--- src/rtl/win_detector.sv ---
// Goal-tile win detector: registers goal overlap, requires a dwell of frame ticks,
// then requests a level change and retries until it is acknowledged.
module win_detector #(
  parameter int unsigned DWELL_FRAMES   = 4,
  parameter int unsigned LOCKOUT_FRAMES = 8,
  parameter int unsigned ACK_TIMEOUT    = 4
) (
  input  logic        sim_clk,
  input  logic        reset,
  input  logic        frame_tick,
  input  logic [31:0] playerState,
  input  logic [2:0]  level_num,
  input  logic        nextLevel,
  output logic        playerWin,
  output logic        in_goal,
  output logic [7:0]  win_count,
  output logic        busy
);

  typedef enum logic [2:0] {ARMED, DWELL, WIN, WAIT_ACK, LOCKOUT} state_e;

  localparam int DCW = (DWELL_FRAMES   < 1) ? 1 : $clog2(DWELL_FRAMES + 1);
  localparam int LCW = (LOCKOUT_FRAMES < 1) ? 1 : $clog2(LOCKOUT_FRAMES + 1);
  localparam int TCW = (ACK_TIMEOUT    < 1) ? 1 : $clog2(ACK_TIMEOUT + 1);

  function automatic logic [9:0] tile_x(input int col);
    return 10'(((col - 1) << 5) + 144);
  endfunction

  function automatic logic [9:0] tile_y(input int row);
    return 10'(((row - 1) << 5) + 66);
  endfunction

  localparam logic [9:0] GX0 = tile_x(18), GY0 = tile_y(3);
  localparam logic [9:0] GX1 = tile_x(3),  GY1 = tile_y(2);
  localparam logic [9:0] GX2 = tile_x(19), GY2 = tile_y(2);
  localparam logic [9:0] GX3 = tile_x(19), GY3 = tile_y(13);

  state_e           state_q, state_d;
  logic [DCW-1:0]   dwell_q, dwell_d, dwell_inc;
  logic [LCW-1:0]   lock_q, lock_d;
  logic [TCW-1:0]   tmo_q, tmo_d;
  logic [7:0]       win_count_q, win_count_d;
  logic             in_goal_q, in_goal_d;
  logic [2:0]       level_q;
  logic             level_chg;
  logic [9:0]       x_pos, y_pos, goal_x, goal_y;
  logic signed [10:0] dx, dy;
  logic             unused_state_bits;

  assign x_pos = playerState[31:22];
  assign y_pos = playerState[21:12];
  assign unused_state_bits = ^playerState[11:0];

  // NOTE: every signal written in always_comb gets a default first, so no path leaves it unassigned and no latch is inferred.
  always_comb begin
    goal_x = GX0;
    goal_y = GY0;
    unique case (level_num[1:0])
      2'd0: begin goal_x = GX0; goal_y = GY0; end
      2'd1: begin goal_x = GX1; goal_y = GY1; end
      2'd2: begin goal_x = GX2; goal_y = GY2; end
      2'd3: begin goal_x = GX3; goal_y = GY3; end
    endcase
    dx = $signed({1'b0, x_pos}) - $signed({1'b0, goal_x});
    dy = $signed({1'b0, y_pos}) - $signed({1'b0, goal_y});
    in_goal_d = !level_num[2]
             && (dx > -11'sd16) && (dx < 11'sd16)
             && (dy > -11'sd16) && (dy < 11'sd16);
  end

  // NOTE: sequential state uses non-blocking assignments so every flop samples pre-edge values.
  always_ff @(posedge sim_clk) begin
    if (reset) begin
      state_q     <= ARMED;
      dwell_q     <= '0;
      lock_q      <= '0;
      tmo_q       <= '0;
      win_count_q <= '0;
      in_goal_q   <= 1'b0;
    end else begin
      state_q     <= state_d;
      dwell_q     <= dwell_d;
      lock_q      <= lock_d;
      tmo_q       <= tmo_d;
      win_count_q <= win_count_d;
      in_goal_q   <= in_goal_d;
    end
  end

  // NOTE: level history tracks the input even in reset, so leaving reset never looks like a level change.
  always_ff @(posedge sim_clk) begin
    level_q <= level_num;
  end

  assign level_chg = (level_num != level_q);
  assign dwell_inc = dwell_q + DCW'(1);

  always_comb begin
    state_d     = state_q;
    dwell_d     = dwell_q;
    lock_d      = lock_q;
    tmo_d       = tmo_q;
    win_count_d = win_count_q;
    unique case (state_q)
      ARMED, DWELL: begin
        // A level change outranks a coincident frame tick.
        if (level_chg) begin
          state_d = ARMED;
          dwell_d = '0;
        end else if (frame_tick) begin
          if (!in_goal_q) begin
            state_d = ARMED;
            dwell_d = '0;
          end else begin
            dwell_d = dwell_inc;
            state_d = (dwell_inc == DCW'(DWELL_FRAMES)) ? WIN : DWELL;
          end
        end
      end
      WIN: begin
        dwell_d = '0;
        tmo_d   = '0;
        state_d = WAIT_ACK;
      end
      WAIT_ACK: begin
        if (nextLevel) begin
          win_count_d = (win_count_q == 8'hFF) ? win_count_q : win_count_q + 8'd1;
          lock_d      = LCW'(LOCKOUT_FRAMES);
          state_d     = LOCKOUT;
        end else if (tmo_q == TCW'(ACK_TIMEOUT - 1)) begin
          state_d = WIN;
        end else begin
          tmo_d = tmo_q + TCW'(1);
        end
      end
      LOCKOUT: begin
        if (frame_tick) begin
          if (lock_q <= LCW'(1)) begin
            lock_d  = '0;
            state_d = ARMED;
          end else begin
            lock_d = lock_q - LCW'(1);
          end
        end
      end
      default: state_d = ARMED;
    endcase
  end

  always_comb begin
    playerWin = (state_q == WIN);
    busy      = (state_q == WIN) || (state_q == WAIT_ACK) || (state_q == LOCKOUT);
  end

  assign in_goal   = in_goal_q;
  assign win_count = win_count_q;

endmodule

--- config.mk ---
export PLATFORM = sky130hd
export DESIGN_NAME = win_detector
export DESIGN_NICKNAME = d
export VERILOG_FILES = /design/src/rtl/win_detector.sv
export SDC_FILE = /design/constraint.sdc
export NUM_CORES = 1
export LEC_CHECK = 0
export ABC_AREA = 0
export ABC_CLOCK_PERIOD_IN_PS = 5200
export CAP_MARGIN = 15
export CORE_MARGIN = 5
export CORE_UTILIZATION = 52
export CTS_CLUSTER_DIAMETER = 200
export DETAILED_ROUTE_END_ITERATION = 10
export PLACE_DENSITY = 0.83
export SLEW_MARGIN = 0
export SYNTH_ARGS = -nofsm -noshare
export SYNTH_HDL_FRONTEND = slang
export SYNTH_SLANG_ARGS = --single-unit
export TNS_END_PERCENT = 30
--- constraint.sdc ---
create_clock -name sim_clk -period 5.2 [get_ports sim_clk]
set_input_delay 1.04 -clock sim_clk [delete_from_list [all_inputs] [get_ports sim_clk]]
set_output_delay 1.04 -clock sim_clk [all_outputs]
set_load 0.02 [all_outputs]
Yosys cells after proc, flatten, opt, wreduce, memory -nomap -nowiden
Index checks and enable logic that the tools add are counted.
{ "op_classes": {"addsub": 6, "mul": 0, "div_mod_pow": 0, "magnitude_cmp": 5, "n_eq_ne": 18, "shift": 0, "n_mux": 22, "bitwise_logic": 1, "n_reduce_logical": 20} }
{ "op_table": {"columns": ["op", "count"], "rows": [
  ["$pmux 10 s3", 2],
  ["$mux 3", 11],
  ["$gt 11x5->1 const B", 2],
  ["$lt 11x6->1 const B", 2],
  ["$sub 10x10->11", 2],
  ["$mux 4", 3],
  ["$pmux 3 s2", 2],
  ["$pmux 3 s4", 1],
  ["$ne 2x2->1 const B", 5],
  ["$eq 3x2->1 const B", 3],
  ["$reduce_and 3->1", 3],
  ["$add 8x1->8 const B", 1],
  ["$eq 8x8->1 const B", 1],
  ["$pmux 4 s2", 1],
  ["$add 3x1->3 const B", 2],
  ["$eq 3x3->1 const B", 2],
  ["$ne 3x3->1 const B", 2],
  ["$reduce_bool 2->1", 3],
  ["$reduce_or 2->1", 3],
  ["$eq 2x2->1 const B", 2],
  ["$le 4x1->1 const B", 1],
  ["$logic_and 1x1->1", 4],
  ["$mux 2", 2],
  ["$reduce_and 4->1", 1],
  ["10 further kinds", 11]
]} }
{ "word_totals": {"regBits": 25, "latchBits": 0, "ram_bits": 0, "rom_bits": 0, "inputBits": 39, "output_inout_bits": 11, "wordCells": 79, "memories": 0} }

Logic depth before layout (Yosys ltp)
{ "logic_depth": {"word_depth": 9, "depth_mapped": 11, "depth_no_buf": 10} }

Least setup slack after synthesis
Ideal clock, no wire load.
{ "synth_path": {"path_kind": "input-to-reg", "startpoint": "in level_num[1]", "endpoint": "reg in_goal_q (netlist: in_goal)", "setup_time_ns": 0.070, "arrival_time_ns": 2.713, "required_ns": 5.130, "setup_slack_ns": 2.417, "stages": 11, "path_buffers": 1, "path_cell_list": "inv_1 > ha_1 > inv_1 > ha_1 > buf_6 > and3_2 > a22oi_1 > nor2b_1 > xnor2_1 > nand3_1 > a21oi_1"} }
{ "synth_between": {"elab_chain_len": 9, "word_cells_on_any_way": 18, "cone_classes": "2 x add/sub; 4 x order compare; 3 x eq/ne; 2 x mux; 7 x reduce/logical"} }
{ "synth_rtl": {"columns": ["element", "line", "rtl"], "rows": [
  ["start, declared", "12", "input logic [2:0] level_num,"],
  ["$eq 2x2->1", "59", "unique case (level_num[1:0])"],
  ["$reduce_or 2->1 (no source line)", null, null],
  ["$pmux 10 s3", "59", null],
  ["$sub 10x10->11", "65", "dx = $signed({1'b0, x_pos}) - $signed({1'b0, goal_x});"],
  ["$gt 11x5->1", "68", "&& (dx > -11'sd16) && (dx < 11'sd16)"],
  ["$logic_and 1x1->1 (2 in a row)", "68", null],
  ["$logic_and 1x1->1", "69", "&& (dy > -11'sd16) && (dy < 11'sd16);"],
  ["$logic_and 1x1->1 *", "69", null],
  ["end signal, assigned", "87", "in_goal_q <= in_goal_d;"],
  ["end, declared", "44", "logic in_goal_q, in_goal_d;"]
]} }
Every way passes the cells marked *; elsewhere a longest branch is shown, timed or not. The select of a mux whose other input is x is not followed.
A chain may end at the register's enable or synchronous reset.

Worst setup path in the final report
Ends and elaborated chain as after synthesis.

==> impl_metrics.csv <==
group,metric,value,unit
run_status,status,"complete, no violations",
global_route,grt_pass1_vias,1536,
min_path,hold_path.class,"reg -> reg",
yosys,ys_seq_area_frac,0.272,
setup_path,r2r_start,"win_count[0]",
timing,slew_viol_final,0,
layout,layout.cells.non_filler,310,
setup_path,crit_fanout,9,
timing,clock.fmax,309,MHz
setup_path,slowest_delay,0.55,ns
detailed_routing,avgViaCountPerCell,5.39,
clock_tree,cts_buffer_depth,2,
clock_tree,clk_pin_slew_worst_paths,0.14,ns
floorplanning,core_region_area,3390,um^2
clock_tree,clkLatencyLatePin,0.32,ns
timing,finalClockSkew,0.00974,ns
layout,drive_gt1_frac,0.0492,
floorplanning,start_util,0.543,
timing,finalSetupTns,0,ns
placement,gp_congestion,0.794,
placement,dpl_cell_area,2250,um^2
layout,diodes,0,
layout,syn_to_final_growth,23.9,%
clock_tree,cts_tree,"built",
setup_path,worst-path-buf-inv,3,
yosys,syn_inst,226,
yosys,yosysUniqueCellTypes,51,
timing,slew_headroom,0.475,
global_route,grt_pass1_wl,6.38,mm
yosys,synth-seq-cells,25,
clock_tree,post_cts_buffers,0,
clock_tree,cts_buffers,3,
power_and_ir_drop,p_leak,0.930,nW
yosys,async_flop_share,0,
floorplanning,die-area,4830,um^2
detailed_routing,vias,1670,
timing,rsz0062_at_grt,"false",
timing,fin_crit_sh,0.623,
setup_path,slowest_stage,"clkdlybuf4s50_1",
floorplanning,die_h,69.5,um
detailed_routing,ant_nets,0,
detailed_routing,dr.first_iter.drc_count,102,
yosys,syn_area_per_cell,8.14,um^2
setup_path,crit_chain,"clkdlybuf4s50_1 -> inv_1 -> ha_1 -> inv_1 -> ha_1 -> and3_2 -> nand2_2 -> or3_1 -> a21oi_1 -> o2111ai_1 -> a21oi_1",
detailed_routing,drc,0,
layout,layout_common_cells,"37 x clkdlybuf4s50_1, 26 x nor2_1, 25 x dfxtp_1",
timing,fin_crit,3.24,ns
setup_path,path_class,"in -> reg",
global_route,antenna_found_initial,0,
yosys,synth_top_cell_by_area,"dfxtp_1",
detailed_routing,post_drt_wl_per_cell,11.7,um
floorplanning,design.portCount,50,
placement,hpwl,2.94,mm
clock_tree,htree_levels,1,
timing,tightest_slew,0.777,ns
clock_tree,ctsRootBufferMaster,"clkbuf_4",
global_route,grt_use_total,0.152,
timing,hold_viol_final,0,
detailed_routing,route.final.wire_length,3.62,mm
floorplanning,fp.dieW,69.5,um
clock_tree,ctsHoldBuffers,0,
layout,nNetsFinal,325,
flow_run,drv_cap,0,
min_path,hp-start,"dwell_q[1]",
yosys,synth_top_area_frac,0.272,
yosys,synth_area_leaders,"dfxtp_1 27%, ha_1 14%, xor2_1 7.1%",
power_and_ir_drop,peakVddDrop,0.000129,V
global_route,overflow,0,
placement,port_buffers,37,
setup_path,crit_arrival,3.51,ns
global_route,grt_max_degree,19,
timing,setup_viol,0,
setup_path,crit_path_start,"level_num[1]",
layout,design_area,2280,um^2
setup_path,required,5.47,ns
yosys,syn_area,1840,um^2
yosys,ys.flop_type,"dfxtp_1",
yosys,syn_nets,286,
floorplanning,row_count,21,
setup_path,endpoint_kind,"register",
placement,place_inst,306,
setup_path,startpoint_type,"input port",
yosys,synth_warnings,0,
setup_path,crit_family,"adder cells",
detailed_routing,first_pass_iters,4,
layout,final_common_cell,"clkdlybuf4s50_1",
clock_tree,cts-resized-gates,0,
yosys,synth-edff-count,0,
clock_tree,cts_sinks,25,
power_and_ir_drop,cellPowerDensity,167,nW/um^2
-- report_power, final --
| part | internal, mW | switching, mW |
|---|---|---|
| sequential | 0.193 | 0.000522 |
| combinational | 0.0504 | 0.0482 |
| clock | 0.0294 | 0.0591 |
-- worst register-to-register path, delay by kind of cell, from the launching register on --
family	cells	cell delay, ns
simple gates	3	0.77
compound gates	2	0.42
flops	1	0.38
fa+ha+maj	1	0.26
-- synthesized netlist by cell type (3+ instances only) --
cell and instances:
o21ai_0 6, nor2b_1 4, dfxtp_1 25, nand4_1 3, mux2i_1 3, xnor2_1 4, a21o_1 3, nand2_1 16
inv_1 16, xor2_1 15, nand3_1 4, or3_1 4, ha_1 20, nor2_1 26, nor4_1 4, a31oi_1 4
nor3b_1 3, nor3_1 5, o21ai_1 3, a21oi_1 20, nand2b_1 3
-- state kept, by name, summed over array words and instances (netlist names) --
register,count
win_count,8
dwell_q,3
tmo_q,3
lock_q,4
level_q,3
in_goal,1
state_q,3
-- metal layers --
layer / global-route usage / vias to the layer above / routed length [um]
met4: 0.0260 / 0 / 22
li1: - / 881 / -
met5: 0 / - / 0
met3: 0.0319 / 2 / 195
met1: 0.190 / 743 / 1640
met2: 0.272 / 44 / 1760
-- area by class of cell --
class | instances | area, um^2
Clock inverter | 1 | 7.51
Inverter | 16 | 60.1
Sequential cell | 25 | 500
Clock buffer | 3 | 22.5
Tap cell | 46 | 57.6
Fill cell | 301 | 1110
Timing Repair Buffer | 37 | 370
Multi-Input combinational cell | 182 | 1260
-- worst paths after layout --
kind | to | slack (ns) | cells after the start
setup reg to reg | win_count[7] | 3.32 | 6
hold / removal | dwell_q[1] | 0.50 | 2
hold reg to reg | dwell_q[1] | 0.50 | 2
setup / recovery | in_goal | 1.96 | 11
-- through the flow --
stage | util | hold WS [ns] | setup WS [ns] | total power, mW
after floorplan | - | 0.449 | 2.42 | 0.262
after global placement | 0.664 | 0.461 | 1.63 | 0.294
after detailed placement | 0.664 | 0.482 | 1.61 | 0.296
after CTS | 0.673 | 0.501 | 1.96 | 0.385
after global routing | 0.673 | 0.543 | 1.76 | 0.404
final | 0.673 | 0.495 | 1.96 | 0.380
-- logic make-up (layout without fill, tap and decap cells) --
logic type / after synthesis / in the layout / share of synthesized area
simple gates: 86 / 86 / 0.244
flops: 25 / 25 / 0.272
compound gates: 53 / 53 / 0.188
mux: 3 / 3 / 0.0163
fa+ha+maj: 21 / 21 / 0.147
xor+xnor: 19 / 19 / 0.0904
buf+inv: 19 / 57 / 0.0428
No activity file was read; power rests on OpenSTA's default activity.
